===== config.mk =====
export PLATFORM = sky130hd
export DESIGN_NAME = stereo_disparity_search
export DESIGN_NICKNAME = d
export VERILOG_FILES = /design/src/rtl/stereo_disparity_search.sv
export SDC_FILE = /design/constraint.sdc
export NUM_CORES = 1
export LEC_CHECK = 0
export CAP_MARGIN = 20
export CELL_PAD_IN_SITES_DETAIL_PLACEMENT = 0
export CELL_PAD_IN_SITES_GLOBAL_PLACEMENT = 1
export CORE_ASPECT_RATIO = 1.25
export CORE_MARGIN = 2
export CORE_UTILIZATION = 42
export CTS_CLUSTER_SIZE = 16
export DETAILED_ROUTE_END_ITERATION = 6
export PLACE_DENSITY = 0.8
export SLEW_MARGIN = 20
export SYNTH_ARGS = -nofsm -noshare
export SYNTH_HDL_FRONTEND = slang
export SYNTH_SLANG_ARGS = --single-unit

===== constraint.sdc =====
create_clock -name clk -period 3.8 [get_ports clk]
set_input_delay 0.38 -clock clk [delete_from_list [all_inputs] [get_ports clk]]
set_output_delay 0.38 -clock clk [all_outputs]
set_load 0.005 [all_outputs]

===== src/rtl/stereo_disparity_search.sv =====
// ---------------------------------------------------------------------------
// StereoDisparitySearch
//
// Purpose:
//   Sweeps disparities d = 0..MAX_DISP over a WIN-pixel sum-of-absolute-
//   differences window. It reads the left and right calc-line RAMs, which
//   have a one-cycle read latency. It reports the disparity with the smallest
//   SAD ("move"), that SAD, and a flag set when no disparity was usable for
//   the latched reference column.
//
// Ports:
//   clk      - calc clock (sysclk)
//   rst_n    - asynchronous active-low reset
//   start    - begin a search, honoured only while idle
//   ref_col  - left-line start column of the window, latched at start
//   addr_l   - left RAM read address
//   addr_r   - right RAM read address
//   rden     - read enable to both RAMs
//   data_l   - left RAM data, valid one cycle after its address
//   data_r   - right RAM data, valid one cycle after its address
//   busy     - search in progress
//   done     - one-cycle pulse marking freshly updated results
//   disp     - best disparity, held until the next done
//   min_sad  - SAD of the best disparity, held
//   nomatch  - no disparity was valid for ref_col, held
// ---------------------------------------------------------------------------
module stereo_disparity_search #(
    parameter int PIX_W    = 3,
    parameter int ADDR_W   = 11,
    parameter int WIN      = 16,
    parameter int MAX_DISP = 63,
    parameter int DISP_W   = 6,
    parameter int SAD_W    = PIX_W + $clog2(WIN)
) (
    input  logic              clk,
    input  logic              rst_n,
    input  logic              start,
    input  logic [ADDR_W-1:0] ref_col,
    output logic [ADDR_W-1:0] addr_l,
    output logic [ADDR_W-1:0] addr_r,
    output logic              rden,
    input  logic [PIX_W-1:0]  data_l,
    input  logic [PIX_W-1:0]  data_r,
    output logic              busy,
    output logic              done,
    output logic [DISP_W-1:0] disp,
    output logic [SAD_W-1:0]  min_sad,
    output logic              nomatch
);

    localparam int CNT_W = $clog2(WIN + 1);
    localparam logic [CNT_W-1:0]  C_LAST  = CNT_W'(WIN);
    localparam logic [DISP_W-1:0] D_LAST  = DISP_W'(MAX_DISP);
    localparam logic [SAD_W-1:0]  SAD_MAX = '1;

    typedef enum logic [1:0] {
        IDLE,
        RUN,
        CMP,
        DONE
    } state_t;

    state_t             state_q, state_d;
    logic [ADDR_W-1:0]  refCol_q, refCol_d;
    logic [DISP_W-1:0]  dispIdx_q, dispIdx_d;
    logic [CNT_W-1:0]   cycle_q, cycle_d;
    logic [SAD_W-1:0]   acc_q, acc_d;
    logic [SAD_W-1:0]   bestSad_q, bestSad_d;
    logic [DISP_W-1:0]  bestDisp_q, bestDisp_d;
    logic               found_q, found_d;
    logic               done_q, done_d;
    logic [DISP_W-1:0]  disp_q, disp_d;
    logic [SAD_W-1:0]   minSad_q, minSad_d;
    logic               nomatch_q, nomatch_d;

    logic [PIX_W-1:0]   pixDiff;
    logic [ADDR_W-1:0]  cycleExt;
    logic [ADDR_W-1:0]  dispExt;
    logic               candValid;

    // Absolute pixel difference, plus the widened counter and disparity used
    // for address arithmetic. A disparity is valid only if the right-line
    // column ref_col - d does not go below zero. Both operands are widened so
    // the comparison is safe for any ADDR_W/DISP_W combination.
    always_comb begin
        pixDiff   = (data_l >= data_r) ? (data_l - data_r) : (data_r - data_l);
        cycleExt  = ADDR_W'(cycle_q);
        dispExt   = ADDR_W'(dispIdx_q);
        candValid = ({{DISP_W{1'b0}}, refCol_q} >= {{ADDR_W{1'b0}}, dispIdx_q});
    end

    // State register and all datapath registers. Reset clears the held
    // results and sets min_sad to all-ones. Any search in flight is dropped
    // without producing a done pulse.
    always_ff @(posedge clk or negedge rst_n) begin
        if (!rst_n) begin
            state_q    <= IDLE;
            refCol_q   <= '0;
            dispIdx_q  <= '0;
            cycle_q    <= '0;
            acc_q      <= '0;
            bestSad_q  <= SAD_MAX;
            bestDisp_q <= '0;
            found_q    <= 1'b0;
            done_q     <= 1'b0;
            disp_q     <= '0;
            minSad_q   <= SAD_MAX;
            nomatch_q  <= 1'b0;
        end else begin
            state_q    <= state_d;
            refCol_q   <= refCol_d;
            dispIdx_q  <= dispIdx_d;
            cycle_q    <= cycle_d;
            acc_q      <= acc_d;
            bestSad_q  <= bestSad_d;
            bestDisp_q <= bestDisp_d;
            found_q    <= found_d;
            done_q     <= done_d;
            disp_q     <= disp_d;
            minSad_q   <= minSad_d;
            nomatch_q  <= nomatch_d;
        end
    end

    // Next-state and output logic. Each disparity costs WIN+1 RUN cycles:
    // WIN issue cycles, then one drain cycle that collects the last RAM word.
    // One CMP cycle follows. The accumulator clears on the first issue cycle,
    // because the data arriving then belongs to the previous request.
    always_comb begin
        state_d    = state_q;
        refCol_d   = refCol_q;
        dispIdx_d  = dispIdx_q;
        cycle_d    = cycle_q;
        acc_d      = acc_q;
        bestSad_d  = bestSad_q;
        bestDisp_d = bestDisp_q;
        found_d    = found_q;
        done_d     = 1'b0;
        disp_d     = disp_q;
        minSad_d   = minSad_q;
        nomatch_d  = nomatch_q;
        rden       = 1'b0;
        addr_l     = '0;
        addr_r     = '0;

        case (state_q)
            IDLE: begin
                if (start) begin
                    refCol_d   = ref_col;
                    dispIdx_d  = '0;
                    cycle_d    = '0;
                    bestSad_d  = SAD_MAX;
                    bestDisp_d = '0;
                    found_d    = 1'b0;
                    state_d    = RUN;
                end
            end

            RUN: begin
                if (cycle_q != C_LAST) begin
                    rden   = 1'b1;
                    addr_l = refCol_q + cycleExt;
                    addr_r = refCol_q + cycleExt - dispExt;
                end
                if (cycle_q == '0) begin
                    acc_d = '0;
                end else begin
                    acc_d = acc_q + SAD_W'(pixDiff);
                end
                if (cycle_q == C_LAST) begin
                    cycle_d = '0;
                    state_d = CMP;
                end else begin
                    cycle_d = cycle_q + CNT_W'(1);
                end
            end

            CMP: begin
                // The compare is strict, so on a tie the earlier (smaller)
                // disparity is kept.
                if (candValid) begin
                    found_d = 1'b1;
                    if (acc_q < bestSad_q) begin
                        bestSad_d  = acc_q;
                        bestDisp_d = dispIdx_q;
                    end
                end
                if (dispIdx_q == D_LAST) begin
                    state_d = DONE;
                end else begin
                    dispIdx_d = dispIdx_q + DISP_W'(1);
                    state_d   = RUN;
                end
            end

            DONE: begin
                done_d    = 1'b1;
                disp_d    = found_q ? bestDisp_q : '0;
                minSad_d  = found_q ? bestSad_q : SAD_MAX;
                nomatch_d = ~found_q;
                state_d   = IDLE;
            end

            default: begin
                state_d = IDLE;
            end
        endcase
    end

    // Registered results are presented directly. busy covers the whole
    // RUN/CMP/DONE span.
    always_comb begin
        busy    = (state_q != IDLE);
        done    = done_q;
        disp    = disp_q;
        min_sad = minSad_q;
        nomatch = nomatch_q;
    end

endmodule


==> out/qor.txt <==
Post-Synthesis Cells - 434
Max Clk Rate - 270 MHz
CP max-delay cell - fa_2
Clock Root Buffer - clkbuf_16
Core Util, Final - 56.1%
GRT Util Overall - 18.9%
Max-cap violations - 0
H-Tree Level Count - 3
Post-synth EDFFs - 0
ANT nets after route - 0
Most common flop cell mapped by yosys - dfrtp_1
Initial antenna violation count - 0
CP cell instances - ha_2 > inv_1 > fa_2 > buf_4 > fa_2 > nor2b_2 > o21ai_1 > a21oi_1 > and4bb_1 > and4b_1 > mux2_1 > clkdlybuf4s15_1
Synthesis-stage register bit count - 60
Critical Path Fanout Max - 2
Post-synth ARST share - 100%
Nets - 562
CTS tree - yes
Clk sinks - 60
Max Transition Viols Final - 0
Clk_skew - 0.00745 ns
Crit path top cell by count - fa_2
Ports - 59
Die width - 90.7 um
Worst setup EP type - output pin
Die area - 10200 um^2
Slew headroom - 55.3%
GP Congestion - 0.880
WP buf/inv - 3
R2R depth - 8
Synth Cell Area - 3950 um^2
Setup crit start - refCol_q[0]
Capture point of the worst reg-to-reg path - bestDisp_q[5]
Lkg Pwr - 2.43 nW
Final Critical Period - 3.71 ns
Skew-Pair Late Insertion Delay - 0.33 ns
Startpoint Class - flip-flop
N_diodes - 0
CTS clk-pin slew, worst paths - 0.06 ns
P per Cell Area - 420 nW/um^2
Residual DRC - 0
Total number of vias - 3298
Total Power - 2.15 mW
Status - completed
WS Path Type - reg -> out
Post-Syn Nets - 494
Largest net degree at the start of global routing - 33
DIE HEIGHT - 112 um
Layout area overhead - 29.7%
Avg Inst Size Synth - 9.09 um^2
Vias in the first global route - 3367
Initial Util - 43.2%
R2r setup slk - 1.38 ns
CP Capture Point - addr_r[10]
Pre-Repair DR Iteration Count - 4
Crit path max-delay family - adder cells
Setup-failing EPs final - 0
First-pass GRT wire length - 15.6 mm
Worst Tran Pin Value - 0.670 ns
Reg2reg start - bestSad_q[4]
Buffer depth of the longest clock path - 2
Final Hold Vio Count - 0
Final period util - 97.6%
Num rows - 39
Sequential element share of the synthesized area - 38.5%
Crit path depth - 12
Drt wl/cell - 14.3 um
Hold crit path type - in -> async
Cell variety after synth - 56
Final wirelength - 9.01 mm
Initial DRC Count - 78
Maximum vdd ir drop - 0.247 mV
Layout cells sized above 1 - 13.8%
CP peak stage delay - 0.44 ns
DP HPWL - 6.88 mm
Largest area contributor in the netlist - dfrtp_1
Total CTS buffers - 9
Port-buffer cells - 58
Crit path DAT - 3.33 ns
Congestion Overflow GR - 0
Hold WS - 0.0898 ns
Vias/cell - 5.23
Core area - 9130 um^2
Synth top area cells - dfrtp_1 (29%), ha_1 (11%), dfstp_2 (9.3%)
CP Data Required Time - 3.42 ns
Share of the synthesized area in the top cell type - 29.2%
Synth Warn # - 0
-- power by group --
group	total [mW]	switching, mW	internal, mW
logic	0.435	0.219	0.215
clock network	0.879	0.301	0.578
registers	0.837	0.0756	0.761
total	2.15	0.596	1.55
-- registers in the layout, summed over array words and instances, names as in the netlist --
name,flops
acc_q,7
bestDisp_q,6
bestSad_q,7
cycle_q,5
disp,6
dispIdx_q,6
done,1
found_q,1
min_sad,7
nomatch,1
refCol_q,11
state_q,2
-- cells in the mapped netlist (6+ instances only) --
cell type  instances
nor2_1            37
buf_2              7
dfrtp_1           46
xnor2_1           13
a22o_1            11
a31oi_1            9
nand2_1           66
dfstp_2           14
a21oi_1           13
nand2b_1           6
and2_1             7
nand3_1           12
ha_1              35
a2bb2oi_1          7
clkbuf_1           9
nand4_1            9
o21ai_0           19
inv_1             35
-- layout by cell type, fill, tap and decap left out, types with 3 or more instances in the layout --
master	n
nor2b_1	4
dfrtp_1	46
a31oi_1	9
nor3_1	4
inv_1	35
nand2_1	66
o21ai_0	18
nand3_1	12
dfstp_2	14
o21ai_1	4
a2bb2oi_1	7
nand4_1	9
ha_1	32
nor3b_1	4
and2_1	7
a21o_1	5
a22o_1	11
nand2b_1	6
clkdlybuf4s50_1	51
clkbuf_16	9
a21oi_1	12
a211oi_1	4
clkinv_4	3
xnor2_1	11
nor2_1	37
xnor2_2	3
fa_1	3
and3_1	3
buf_4	17
o21a_1	5
xor2_1	5
-- metal layers --
| metal | GRT usage (%) | wire length [um] | vias up |
|---|---|---|---|
| met3 | 3.83 | 395 | 12 |
| met2 | 33.2 | 4690 | 80 |
| met4 | 7.08 | 167 | 0 |
| met1 | 22.8 | 3760 | 1562 |
| li1 | - | - | 1644 |
| met5 | 0 | 0 | - |
-- worst min path at each step --
stage | startpoint | to | depth (start not counted)
floorplan | rst_n | acc_q[0] | 0
global placement | rst_n | disp[2] | 1
detailed placement | rst_n | disp[3] | 1
CTS | rst_n | bestDisp_q[2] | 1
global route | rst_n | bestDisp_q[2] | 1
finish | rst_n | disp[2] | 1
-- stage by stage --
stage | area, um^2 | setup slack, ns | setup TNS, ns | cells
finish | 5120 | 0.0930 | 0 | 630
global route | 5120 | -0.0175 | -0.0175 | 630
CTS | 5080 | 0.0271 | 0 | 630
detailed placement | 4670 | 0.0981 | 0 | 607
global placement | 4670 | 0.105 | 0 | 607
floorplan | 3950 | 0.634 | 0 | 434
-- worst reg2reg max path: cells and delay by family, from the launching register on --
kind,cells,cell delay [ns]
AND/OR/NAND/NOR,1,0.06
buffers and inverters,1,0.06
adder cells (fa/ha/maj),1,0.30
AO/OA/AOI/OAI,5,1.38
flip-flops,1,0.51
-- cell families (layout without fill, tap and decap cells) --
logic type | count (synthesis) | after routing | synth area share (%)
simple gates | 166 | 166 | 20.3
compound gates | 91 | 91 | 16.4
flops | 60 | 60 | 38.5
buf+inv | 53 | 126 | 5.30
fa+ha+maj | 40 | 40 | 13.6
xor+xnor | 19 | 19 | 4.41
mux | 5 | 5 | 1.40
-- timing repair --
| action | in CTS | in global routing |
|---|---|---|
| pin swaps | 10 | 8 |
| hold buffers | 0 | 0 |
| setup endpoints to repair | 4 | 6 |
| buffers inserted | 7 | 0 |
| resized for setup | 15 | 8 |
-- layout make-up --
class | count | area (um^2)
clock inverters | 7 | 100
well taps | 123 | 154
clock buffers | 9 | 225
flip-flops and latches | 60 | 1520
repair buffers | 75 | 701
inverters | 35 | 131
multi-input cells | 321 | 2290
fillers | 834 | 4010
(Power assumes the default switching activity.)
